File: config.mk
export PLATFORM = sky130hd
export DESIGN_NAME = run_ctrl_flat
export DESIGN_NICKNAME = d
export VERILOG_FILES = /design/src/rtl/run_ctrl_if.sv /design/src/rtl/run_ctrl.sv /design/src/flat_wrapper.sv
export SDC_FILE = /design/constraint.sdc
export NUM_CORES = 1
export LEC_CHECK = 0
export ABC_AREA = 1
export CORE_MARGIN = 2
export CORE_UTILIZATION = 40
export DETAILED_ROUTE_END_ITERATION = 10
export GPL_TIMING_DRIVEN = 0
export PLACE_DENSITY = 0.69
export SLEW_MARGIN = 20
export SYNTH_ARGS = -nofsm -noshare
export SYNTH_HDL_FRONTEND = slang
export SYNTH_SLANG_ARGS = --single-unit
export TNS_END_PERCENT = 5
File: constraint.sdc
create_clock -name clk -period 5.76 [get_ports clk]
set_input_delay 1.728 -clock clk [delete_from_list [all_inputs] [get_ports clk]]
set_output_delay 1.728 -clock clk [all_outputs]
set_load 0.02 [all_outputs]
File: src/rtl/run_ctrl_if.sv
// run_ctrl_if: request/done handshake and core control bundle between host, run_ctrl and the core.
interface run_ctrl_if #(
    parameter int D  = 12,
    parameter int CW = 16
);
    logic          req;
    logic [1:0]    prog_sel;
    logic [D-1:0]  prog_ctr;
    logic          core_rst;
    logic          core_en;
    logic [D-1:0]  start_pc;
    logic          busy;
    logic          done;
    logic          timeout;
    logic [CW-1:0] cyc_cnt;

    modport slave (
        input  req, prog_sel, prog_ctr,
        output core_rst, core_en, start_pc, busy, done, timeout, cyc_cnt
    );

    modport master (
        output req, prog_sel, prog_ctr,
        input  core_rst, core_en, start_pc, busy, done, timeout, cyc_cnt
    );
endinterface

File: src/rtl/run_ctrl.sv
// run_ctrl: sequences one core program run per request (reset hold, run with watchdog, drain, done).
module run_ctrl #(
    parameter int          D           = 12,
    parameter int          HALT_PC     = 128,
    parameter int          PROG_STRIDE = 256,
    parameter int          RST_CYC     = 2,
    parameter int          DRAIN_CYC   = 2,
    parameter int          CW          = 16,
    parameter logic [31:0] TMO_CYC     = 32'h0000_FFF0
) (
    input logic        clk,
    input logic        reset,
    run_ctrl_if.slave  bus
);
    localparam int PMAX = (RST_CYC > DRAIN_CYC) ? RST_CYC : DRAIN_CYC;
    localparam int PW   = $clog2(PMAX + 1);

    typedef enum logic [2:0] {IDLE, INIT, RUN, DRAIN, DONE} state_t;

    state_t        r_state, w_next;
    logic [PW-1:0] r_ph;
    logic [CW-1:0] r_cyc, w_inc;
    logic [D-1:0]  r_spc;
    logic          r_tmo, r_arm;
    logic          w_start, w_halt, w_tmo_hit;

    assign w_inc     = &r_cyc ? r_cyc : r_cyc + CW'(1);
    assign w_halt    = bus.prog_ctr == D'(HALT_PC);
    assign w_tmo_hit = w_inc == CW'(TMO_CYC);
    // A start needs the re-arm bit so a req left high after DONE cannot retrigger
    assign w_start   = r_state == IDLE && bus.req && r_arm;

    always_comb begin
        w_next = r_state;
        case (r_state)
            IDLE:    w_next = w_start ? INIT : IDLE;
            INIT:    w_next = !bus.req ? IDLE : (r_ph == PW'(RST_CYC - 1)) ? RUN : INIT;
            RUN:     w_next = !bus.req ? IDLE : (w_halt || w_tmo_hit) ? DRAIN : RUN;
            DRAIN:   w_next = !bus.req ? IDLE : (r_ph == PW'(DRAIN_CYC - 1)) ? DONE : DRAIN;
            DONE:    w_next = !bus.req ? IDLE : DONE;
            default: w_next = IDLE;
        endcase
    end

    always_ff @(posedge clk or negedge reset) begin
        if (!reset) begin
            r_state <= IDLE;
            r_ph    <= '0;
            r_cyc   <= '0;
            r_spc   <= '0;
            r_tmo   <= 1'b0;
            r_arm   <= 1'b0;
        end else begin
            r_state <= w_next;
            r_ph    <= (r_state != w_next) ? '0 : r_ph + PW'(1);
            r_arm   <= w_start ? 1'b0 : (r_state == IDLE && !bus.req) ? 1'b1 : r_arm;
            if (w_start) begin
                r_spc <= D'(32'(bus.prog_sel) * PROG_STRIDE);
                r_cyc <= '0;
                r_tmo <= 1'b0;
            end
            if (r_state == RUN) begin
                r_cyc <= w_inc;
                if (bus.req && !w_halt && w_tmo_hit) r_tmo <= 1'b1;
            end
        end
    end

    assign bus.core_rst = r_state == IDLE || r_state == INIT;
    assign bus.core_en  = r_state == RUN;
    assign bus.busy     = r_state == INIT || r_state == RUN || r_state == DRAIN;
    assign bus.done     = r_state == DONE;
    assign bus.start_pc = r_spc;
    assign bus.timeout  = r_tmo;
    assign bus.cyc_cnt  = r_cyc;
endmodule
File: src/flat_wrapper.sv
// flat-port wrapper written by rule: the top's interface ports become plain ports
module run_ctrl_flat 
#(
    parameter int          D           = 12,
    parameter int          HALT_PC     = 128,
    parameter int          PROG_STRIDE = 256,
    parameter int          RST_CYC     = 2,
    parameter int          DRAIN_CYC   = 2,
    parameter int          CW          = 16,
    parameter logic [31:0] TMO_CYC     = 32'h0000_FFF0
)
  (clk, reset, bus_req, bus_prog_sel, bus_prog_ctr, bus_core_rst, bus_core_en, bus_start_pc, bus_busy, bus_done, bus_timeout, bus_cyc_cnt);
  run_ctrl_if #(.D(D), .CW(CW)) bus_i ();
  input logic clk;
  input logic reset;
  input wire logic [$bits(bus_i.req)-1:0] bus_req;
  input wire logic [$bits(bus_i.prog_sel)-1:0] bus_prog_sel;
  input wire logic [$bits(bus_i.prog_ctr)-1:0] bus_prog_ctr;
  output wire logic [$bits(bus_i.core_rst)-1:0] bus_core_rst;
  output wire logic [$bits(bus_i.core_en)-1:0] bus_core_en;
  output wire logic [$bits(bus_i.start_pc)-1:0] bus_start_pc;
  output wire logic [$bits(bus_i.busy)-1:0] bus_busy;
  output wire logic [$bits(bus_i.done)-1:0] bus_done;
  output wire logic [$bits(bus_i.timeout)-1:0] bus_timeout;
  output wire logic [$bits(bus_i.cyc_cnt)-1:0] bus_cyc_cnt;
  assign bus_i.req = bus_req;
  assign bus_i.prog_sel = bus_prog_sel;
  assign bus_i.prog_ctr = bus_prog_ctr;
  assign bus_core_rst = bus_i.core_rst;
  assign bus_core_en = bus_i.core_en;
  assign bus_start_pc = bus_i.start_pc;
  assign bus_busy = bus_i.busy;
  assign bus_done = bus_i.done;
  assign bus_timeout = bus_i.timeout;
  assign bus_cyc_cnt = bus_i.cyc_cnt;
  run_ctrl #(.D(D), .HALT_PC(HALT_PC), .PROG_STRIDE(PROG_STRIDE), .RST_CYC(RST_CYC), .DRAIN_CYC(DRAIN_CYC), .CW(CW), .TMO_CYC(TMO_CYC)) u_core (.clk(clk), .reset(reset), .bus(bus_i));
endmodule
# After elaboration in Yosys (flattened, before gate mapping)
# Index checks and enable logic that the tools add are counted.
classes:
  reduce_logical: 15
  muxes: 18
  eq_ne: 8
  addsub: 2
ops:
  columns: ["cell", "count"]
  rows:
  - ["$mux W16", 3]
  - ["$add A16 B1 Y16 const B", 1]
  - ["$eq A16 B16 Y1 const B", 1]
  - ["$reduce_and A16 Y1", 1]
  - ["$mux W3", 5]
  - ["$pmux W3 S5", 1]
  - ["$eq A12 B8 Y1 const B", 1]
  - ["$mux W1", 7]
  - ["$eq A3 B2 Y1 const B", 2]
  - ["$logic_and A1 B1 Y1", 5]
  - ["$logic_or A1 B1 Y1", 4]
  - ["$mux W2", 2]
  - ["$reduce_bool A2 Y1", 2]
  - ["$eq A3 B1 Y1 const B", 1]
  - ["$eq A3 B3 Y1 const B", 1]
  - ["$logic_not A3 Y1", 1]
  - ["$ne A3 B3 Y1", 1]
  - ["$add A2 B1 Y2 const B", 1]
  - ["$eq A2 B1 Y1 const B", 1]
  - ["$logic_not A1 Y1", 2]
totals:
  out_inout_bits: 33
  regBits: 25

# Logic depth before layout (Yosys ltp)
# Gate-level depths: netlist of run 1.
depth:
  depth_word: 9
  ltp_mapped: 17

# Worst setup path before layout of run 1
# Ideal clock, no wire load.
synth_path:
  kind: "register to output"
  from: "register u_core.r_state[1]"
  to: "output bus_core_en"
  arrival_ns: 1.099
  required_ns: 4.032
  path_slack_ns: 2.933
  path_buffers: 1
  path_stages_with_launch: 4
  path_cell_list: "dfrtp_1 > inv_1 > nor3_1 > clkbuf_1"
synth_via:
  elab_chain_cells: 1
synth_lines:
  columns: ["element", "line_no", "text"]
  rows:
  - ["start: declaration", "run_ctrl.sv:20", "state_t r_state, w_next;"]
  - ["start signal: assignment", "run_ctrl.sv:54", "r_state <= w_next;"]
  - ["$eq A3 B2 Y1", "run_ctrl.sv:70", "assign bus.core_en = r_state == RUN;"]
  - ["end: declaration", "flat_wrapper.sv:20", "output wire logic [$bits(bus_i.core_en)-1:0] bus_core_en;"]
# Every way passes these cells.

# Final worst setup path of run 1
# Ends and elaborated chain as after synthesis.

==> results of run 1 <==
[final cells by class]
class	instances	area (sq um)	share of cell area
Buffer	13	86.3	0.0386
Clock buffer	3	41.3	0.0185
Clock inverter	1	5.00	0.00224
Inverter	32	123	0.0549
Multi-Input combinational cell	185	906	0.405
Sequential cell	25	626	0.280
Tap cell	50	62.6	0.0280
Timing Repair Buffer	39	385	0.172
[how the worst max path moves through the flow]
stage	to	slack (ns)
2_1_floorplan	bus_core_en	2.93
3_3_place_gp	bus_core_en	2.14
3_5_place_dp	bus_core_en	2.15
4_1_cts	bus_core_en	1.84
5_1_grt	bus_core_en	1.67
6_report	bus_core_en	1.82
[where the power goes]
part           internal, mW  switching (mW)  total (mW)
clock network        0.0485          0.0597       0.108
registers             0.204          0.0224       0.226
logic                 0.103           0.144       0.247
total                 0.355           0.226       0.582
[flip-flops by register name, summed over array words and instances (netlist names)]
name and count:
u_core.bus.start_pc 2, u_core.r_arm 1, u_core.r_state 3, u_core.r_ph 2
u_core.bus.timeout 1, u_core.bus.cyc_cnt 16
[routing by layer]
metal | global-route usage | share of wire | up-vias
li1 | - | - | 874
met1 | 0.230 | 0.46 | 743
met2 | 0.292 | 0.46 | 64
met3 | 0.0422 | 0.066 | 4
met4 | 0.0305 | 0.0071 | 0
met5 | 0 | 0 | -
[per-stage QoR]
stage	total power [mW]	std cells	utilization	cell area, sq um
global placement	0.477	344	0.541	2190
floorplan	0.384	255	-	1740
detailed placement	0.478	344	0.539	2190
CTS	0.588	348	0.551	2230
global route	0.629	348	0.551	2230
finish	0.582	348	0.551	2230
[worst max-delay path, cell delays in order, from the launching register on]
cell	delay (ns)
dfrtp_1	0.45
inv_1	0.08
nor3_1	0.24
clkbuf_1	0.46
clkdlybuf4s50_1	0.70
[kinds of logic (layout without fill, tap and decap cells)]
family                     count (synthesis)  in the layout  synth area share
DFF                                       25             25             0.367
buffers and inverters                     45             88             0.122
AOI/OAI and AO/OA                         27             27            0.0887
adders and majority gates                  2              2            0.0147
other                                      1             10           0.00220
and+or+nand+nor                          138            138             0.361
muxes                                      2              2            0.0132
xor gates and xnor gates                   6              6            0.0308
[cells in the final DEF (no fill, tap or decap), drive strengths merged]
cell	instances
a21oi	1
a31o	2
and2	1
buf	11
clkbuf	6
clkdlybuf4s50	38
clkinv	2
conb	10
dfrtp	25
ha	2
inv	31
mux2	2
nand2	77
nand3	21
nand4	5
nor2	30
nor3	1
nor4	3
o21a	1
o21ai	18
o22ai	5
xnor2	1
xor2	5
==> metrics.txt, run 1 <==
initial antenna violation count=0; critical path type=flop to output pin; largest net degree at the start of global routing=26; CTS resizes=0; CP arrival=2.21 ns; diode count=0; vias in the first global route=1536; mapped cell area=1710 sq um; RSZ-0062 raised after global routing=no; Hold Crit Start=u_core.r_ph[0]; syn_area_per_cell=6.94 sq um; max-slew violations=0; Cells after Synth=246; fin nets=318; crit path launch type=flop; count leader, synth=nand2_1; PortBufs=39; Hold Path Class=flop to flop; Synth warnings=0; r2r endpoint=u_core.r_ph[1]; Hold EP=u_core.r_ph[0]; CTS tree=built; Tot GR Track Use=0.174; routability cong.=0.904; post-layout min period=3.94 ns; CTS Buffer Depth=2; Final period util=0.684; # clock sinks=25; Crit Path Max Fanout=10; Layout area overhead=30.9%; pre-CTS setup slack=2.15 ns; synth unique cells=29; share of the synthesized area in the top cell type=0.367; share of layout cells above drive strength 1=0.0940; Rel. slew slack=0.627; num rows=23; H-tree depth=1; top post-synthesis cells by count=nand2_1, inv_1, dfrtp_1, nor2_1, nand3_1; outcome=finished, final reports clean; Placeable Area=4060 sq um; Setup Buffers After CTS=0; Initial Util=0.421; top post-synthesis cells by area=dfrtp_1, nand2_1, inv_1; die area=4810 sq um; CP Capture Type=output pin; first-pass GRT wire length=6.92 mm; setup tns final=0 ns; gr ovfl total=0; Max Cap Violations=0; total CTS buffers=3; Main synth FF type=dfrtp_1; residual DRC count=0; WL/cell=11.8 microns; P_leak=1.07 nW; later-pin clock latency in the skew report=0.28 ns; num ports=50; Die W=69.3 microns; worst reg-to-reg setup slack=3.54 ns; CTS Hold Buffers Added=0; Setup Skew=0.00792 ns; largest area contributor in the netlist=dfrtp_1; Worst EP required=4.03 ns; f_max=0.254 GHz; Worst-Margin Slew=0.560 ns; setup violators final=0; vias per cell=4.84; die height=69.3 microns; CTS Root Cell=clkbuf_8; Final WS setup=1.82 ns; CTS clock-pin slew for the worst setup and hold paths=0.09 ns; reg2reg start=u_core.bus.cyc_cnt[1]; Max VDD drop=0.000188 V; cell area power density=260 nW/um^2; EDFF count, synth=0; reg2reg path depth=16; sequential area share after synthesis=0.367; ANT nets after route=0; FF+latch count, synth=25; DP HPWL=3.14 mm; drt total wl=4.11 mm; DRC marker count from the first detailed-route iteration=176; Final Hold Fails=0; Async SR Flop Fraction=1.00; # fillers=396; Crit. Startpoint=u_core.r_state[1]; Pre-Repair DR Iteration Count=4; Hold WS=0.433 ns; worst hold path depth=1; via count=1685
(Power assumes the default switching activity.)
==> run 2: changes to the inputs <==
--- a/config.mk
+++ b/config.mk
@@ -10,7 +10,7 @@
 export CORE_UTILIZATION = 40
 export DETAILED_ROUTE_END_ITERATION = 10
 export GPL_TIMING_DRIVEN = 0
-export PLACE_DENSITY = 0.69
+export PLACE_DENSITY = 0.72
 export SLEW_MARGIN = 20
 export SYNTH_ARGS = -nofsm -noshare
 export SYNTH_HDL_FRONTEND = slang
==> constraint.sdc (replaced) <==
create_clock -name clk -period 3.5 [get_ports clk]
set_input_delay 1.05 -clock clk [delete_from_list [all_inputs] [get_ports clk]]
set_output_delay 1.05 -clock clk [all_outputs]
set_load 0.02 [all_outputs]
==> run 2 against run 1 <==
Effect of this change:
- sequential cell count stayed put
- routed wire length is 5.2% lower
- critical path depth stayed put
- total power is 64% higher
- sequential share of layout area stayed put
- final cell count stayed put
- core utilization stayed put
- clock power is 62% higher
- register-to-register slack worse by 2.3 ns
- first-iteration DRC count is 20% lower
- cell area stayed put
- global-route usage is 0.15 points lower
==> metrics.txt, run 2 (synthesis results as in run 1) <==
CTS tree=built; cell area power density=426 nW/um^2 (+64%); CTS Root Cell=clkbuf_8; CTS Hold Buffers Added=0 (unchanged); later-pin clock latency in the skew report=0.27 ns (about the same); f_max=0.309 GHz; total CTS buffers=3 (unchanged); die area=4810 sq um (unchanged); Hold WS=0.442 ns (+0.00873 ns); H-tree depth=1 (unchanged); Crit Path Max Fanout=10 (unchanged); via count=1698 (+0.77%); most frequent cells in the layout=nand2_1, clkdlybuf4s50_1, inv_1; PortBufs=39 (unchanged); Pre-Repair DR Iteration Count=4 (unchanged); P_leak=1.07 nW (unchanged); Hold EP=u_core.r_ph[0]; vias in the first global route=1588 (+3.4%); share of layout cells above drive strength 1=0.0940 (unchanged); Worst EP required=2.45 ns (-1.58 ns); Hold Crit Start=u_core.r_ph[0]; drt total wl=3.90 mm (-5.2%); num ports=50 (unchanged); largest net degree at the start of global routing=26 (unchanged); ANT nets after route=0 (unchanged); Layout area overhead=30.9% (unchanged); Final Util=0.551 (unchanged); Worst-Margin Slew=0.584 ns (+0.0248 ns); Die W=69.3 microns (unchanged); post-layout min period=3.24 ns; Setup Skew=0.00532 ns (-0.00260 ns); crit path launch type=flop; routability cong.=0.902 (-0.14%); Placeable Area=4060 sq um (unchanged); reg2reg path depth=16 (unchanged); RSZ-0062 raised after global routing=no; Setup Buffers After CTS=0 (unchanged); fin nets=318 (unchanged); outcome=finished, final reports clean; DP HPWL=3.04 mm (-3.1%); r2r endpoint=u_core.r_ph[0]; Tot GR Track Use=0.172 (-0.00147); num rows=23 (unchanged); setup violators final=0 (unchanged); gr ovfl total=0 (unchanged); residual DRC count=0 (unchanged); DRC marker count from the first detailed-route iteration=140 (-20%); Max Cap Violations=0 (unchanged); commonest non-fill, non-tap cell in the layout=nand2_1; diode count=0 (unchanged); worst reg-to-reg setup slack=1.28 ns (-2.26 ns); Hold Path Class=flop to flop; WL/cell=11.2 microns (-5.2%); # clock sinks=25 (unchanged); CP Capture Type=output pin; Max VDD drop=0.000320 V (+70%); first-pass GRT wire length=6.89 mm (-0.49%); max-slew violations=0 (unchanged); CP arrival=2.19 ns (-0.02 ns); CTS resizes=0 (unchanged); die height=69.3 microns (unchanged); vias per cell=4.88 (+0.77%); critical path type=flop to output pin; max reg flops=16 (unchanged); Final Hold Fails=0 (unchanged); Rel. slew slack=0.610 (-0.0166); worst hold path depth=1 (unchanged); Initial Util=0.421 (unchanged); CTS Buffer Depth=2 (unchanged); initial antenna violation count=0 (unchanged); reg2reg start=u_core.bus.cyc_cnt[1]; setup tns final=0 ns (unchanged); CTS clock-pin slew for the worst setup and hold paths=0.09 ns (about the same); Final period util=0.924
[run 2: cell counts in the layout (fill, tap and decap cells not counted)]
No cell type changed its count.
[run 2: worst max-delay path by stage]
stage | from | endpoint | slack, ns
3_5_place_dp | u_core.r_state[1] | bus_core_en | 0.58
6_report | u_core.r_state[1] | bus_core_en | 0.26
3_3_place_gp | u_core.r_state[1] | bus_core_en | 0.55
2_1_floorplan | u_core.r_state[1] | bus_core_en | 1.35
5_1_grt | u_core.r_state[1] | bus_core_en | 0.09
4_1_cts | u_core.r_state[1] | bus_core_en | 0.27
[run 2: report_power, final]
| part | internal, mW | switching, mW |
|---|---|---|
| combinational | 0.169 | 0.235 |
| clock | 0.0797 | 0.0953 |
| sequential | 0.335 | 0.0369 |
[run 2: routing by layer]
layer	GRT usage	wire length, microns	up-vias
met4	0.0349	24	0
li1	-	-	874
met1	0.223	1800	767
met3	0.0422	228	4
met2	0.293	1850	53
met5	0	0	-
[run 2: through the flow]
| stage | instances | instance area [sq um] | total power [mW] | setup slack (ns) |
|---|---|---|---|---|
| 2_1_floorplan | 255 | 1740 | 0.631 | 1.35 |
| 3_3_place_gp | 344 | 2190 | 0.779 | 0.550 |
| 3_5_place_dp | 344 | 2190 | 0.787 | 0.577 |
| 4_1_cts | 348 | 2230 | 0.963 | 0.267 |
| 5_1_grt | 348 | 2230 | 1.03 | 0.0948 |
| 6_report | 348 | 2230 | 0.951 | 0.265 |
[run 2: area by class of cell]
class,instances,area (sq um)
clock inverters,1,5.00
clock buffers,3,41.3
fillers,418,1820
flip-flops and latches,25,626
well taps,50,62.6
plain buffers,13,86.3
repair buffers,39,385
multi-input cells,185,906
inverters,32,123
[run 2: critical path, stage by stage (launching register included)]
cell	delay, ns
dfrtp_1	0.44
inv_1	0.08
nor3_1	0.26
clkbuf_1	0.44
clkdlybuf4s50_1	0.70
==> run 3: changes to the inputs <==
--- a/config.mk
+++ b/config.mk
@@ -6,7 +6,7 @@
 export NUM_CORES = 1
 export LEC_CHECK = 0
 export ABC_AREA = 1
-export CORE_MARGIN = 2
+export CORE_MARGIN = 5
 export CORE_UTILIZATION = 40
 export DETAILED_ROUTE_END_ITERATION = 10
 export GPL_TIMING_DRIVEN = 0
@@ -15,4 +15,4 @@
 export SYNTH_ARGS = -nofsm -noshare
 export SYNTH_HDL_FRONTEND = slang
 export SYNTH_SLANG_ARGS = --single-unit
-export TNS_END_PERCENT = 5
+export TNS_END_PERCENT = 100
==> run 3 against run 2 <==
Effect of this change:
- total power rose by 0.59%
- sequential share of layout area did not move
- cell area did not move
- highest routed layer unchanged
- first-iteration DRC count fell by 31%
- worst setup slack got worse by 0.077 ns
- global-route usage fell by 1.2 points
==> metrics.txt, run 3 (synthesis results as in run 1) <==
Setup Buffers After CTS=0 (unchanged); CTS Hold Buffers Added=0 (unchanged); first-pass GRT wire length=7.05 mm (+2.4%); CP arrival=2.26 ns (+0.07 ns); vias in the first global route=1586 (-0.13%); worst hold path depth=1 (unchanged); P_leak=1.07 nW (unchanged); Final period util=0.946 (+0.0219); Initial Util=0.421 (unchanged); worst path bufs/invs=3 (unchanged); Crit Path Max Fanout=10 (unchanged); Rel. slew slack=0.629 (+0.0189); Slowest-stage cell, CP=clkdlybuf4s50_1; Max VDD drop=0.000296 V (-7.5%); vias per cell=4.90 (+0.41%); ANT nets after route=0 (unchanged); setup violators final=0 (unchanged); share of layout cells above drive strength 1=0.0940 (unchanged); Placed Instances=344 (unchanged); post-layout min period=3.31 ns (+0.0766 ns); initial antenna violation count=0 (unchanged); Tot GR Track Use=0.160 (-0.0122); Die W=75.3 microns (+8.7%); Critical Path Sink=bus_core_en; DP Area=2190 sq um (unchanged); routability cong.=0.898 (-0.51%); CTS Buffer Depth=2 (unchanged); DP HPWL=3.31 mm (+8.6%); die area=5670 sq um (+18%); stages on the worst setup path=4 (unchanged); worst reg-to-reg setup slack=1.28 ns (about the same); cells along the critical path=inv_1 -> nor3_1 -> clkbuf_1 -> clkdlybuf4s50_1; Final Util=0.551 (unchanged); num ports=50 (unchanged); residual DRC count=0 (unchanged); final instance area=2230 sq um (unchanged); total power=0.957 mW (+0.59%); Crit. Startpoint=u_core.r_state[1]; Largest stage delay, worst path=0.70 ns (about the same); drt total wl=4.19 mm (+7.4%); gr ovfl total=0 (unchanged); cell area power density=428 nW/um^2 (+0.59%); crit path launch type=flop; outcome=finished, final reports clean; r2r endpoint=u_core.r_ph[0]; diode count=0 (unchanged); # fillers=418 (unchanged); # clock sinks=25 (unchanged); reg2reg path depth=16 (unchanged); die height=75.3 microns (+8.7%); num rows=23 (unchanged); max reg flops=16 (unchanged); largest net degree at the start of global routing=26 (unchanged); Setup Skew=0.00492 ns (-0.000400 ns); later-pin clock latency in the skew report=0.27 ns (about the same); Final Hold Fails=0 (unchanged); Layout area overhead=30.9% (unchanged); WL/cell=12.0 microns (+7.4%); max-slew violations=0 (unchanged); PortBufs=39 (unchanged); CTS clock-pin slew for the worst setup and hold paths=0.09 ns (about the same); reg2reg start=u_core.bus.cyc_cnt[1]; f_max=0.302 GHz (-2.3%); Pre-Repair DR Iteration Count=5 (+1); Seq. cell area=626 sq um (unchanged); CP Capture Type=output pin; DRC marker count from the first detailed-route iteration=97 (-31%); CP top delay family=buffers and inverters; Placeable Area=4060 sq um (unchanged); total CTS buffers=3 (unchanged); most frequent cells in the layout=nand2_1, clkdlybuf4s50_1, inv_1; Max Cap Violations=0 (unchanged); RSZ-0062 raised after global routing=no; CTS Root Cell=clkbuf_8; setup tns final=0 ns (unchanged); via count=1705 (+0.41%); CTS tree=built; critical path type=flop to output pin; Worst-Margin Slew=0.556 ns (-0.0284 ns); fin nets=318 (unchanged); H-tree depth=1 (unchanged); CTS resizes=0 (unchanged); commonest non-fill, non-tap cell in the layout=nand2_1; Multi-input gate area=906 sq um (unchanged); Hold Path Class=flop to flop; Worst EP required=2.45 ns (about the same); Non-Filler Instances=348 (unchanged)
-- run 3: cell counts in the layout (fill, tap and decap cells not counted) --
No cell type changed its count.
-- run 3: worst min path at each step --
stage	start	endpoint	slack, ns
2_1_floorplan	u_core.r_ph[0]	u_core.r_ph[0]	0.41
3_3_place_gp	u_core.r_ph[0]	u_core.r_ph[0]	0.42
3_5_place_dp	u_core.r_ph[0]	u_core.r_ph[0]	0.43
4_1_cts	u_core.r_ph[0]	u_core.r_ph[0]	0.45
5_1_grt	u_core.r_ph[0]	u_core.r_ph[0]	0.46
6_report	u_core.r_ph[0]	u_core.r_ph[0]	0.45
-- run 3: layer usage --
metal,routed length [microns],vias up,part of all wire,global-route usage
met5,0,-,0,0
met4,39,0,0.0093,0.0505
met3,414,4,0.099,0.0422
met2,1910,71,0.46,0.263
met1,1820,758,0.43,0.206
li1,-,872,-,-
-- run 3: final cells by class --
cell class                      instances  area share
Tap cell                               50      0.0280
Clock inverter                          1     0.00224
Timing Repair Buffer                   39       0.172
Clock buffer                            3      0.0185
Inverter                               32      0.0549
Sequential cell                        25       0.280
Multi-Input combinational cell        185       0.405
Buffer                                 13      0.0386
-- run 3: per-stage QoR --
step	hold WS (ns)	worst slack, ns
2_1_floorplan	0.408	1.35
3_3_place_gp	0.421	0.491
3_5_place_dp	0.433	0.494
4_1_cts	0.445	0.182
5_1_grt	0.457	0.0179
6_report	0.446	0.188
-- run 3: where the power goes --
part / internal, mW / switching (mW) / total [mW] / leakage [nW]
logic: 0.169 / 0.238 / 0.407 / 0.708
registers: 0.336 / 0.0367 / 0.372 / 0.338
clock network: 0.0798 / 0.0977 / 0.178 / 0.0255
total: 0.585 / 0.372 / 0.957 / 1.07
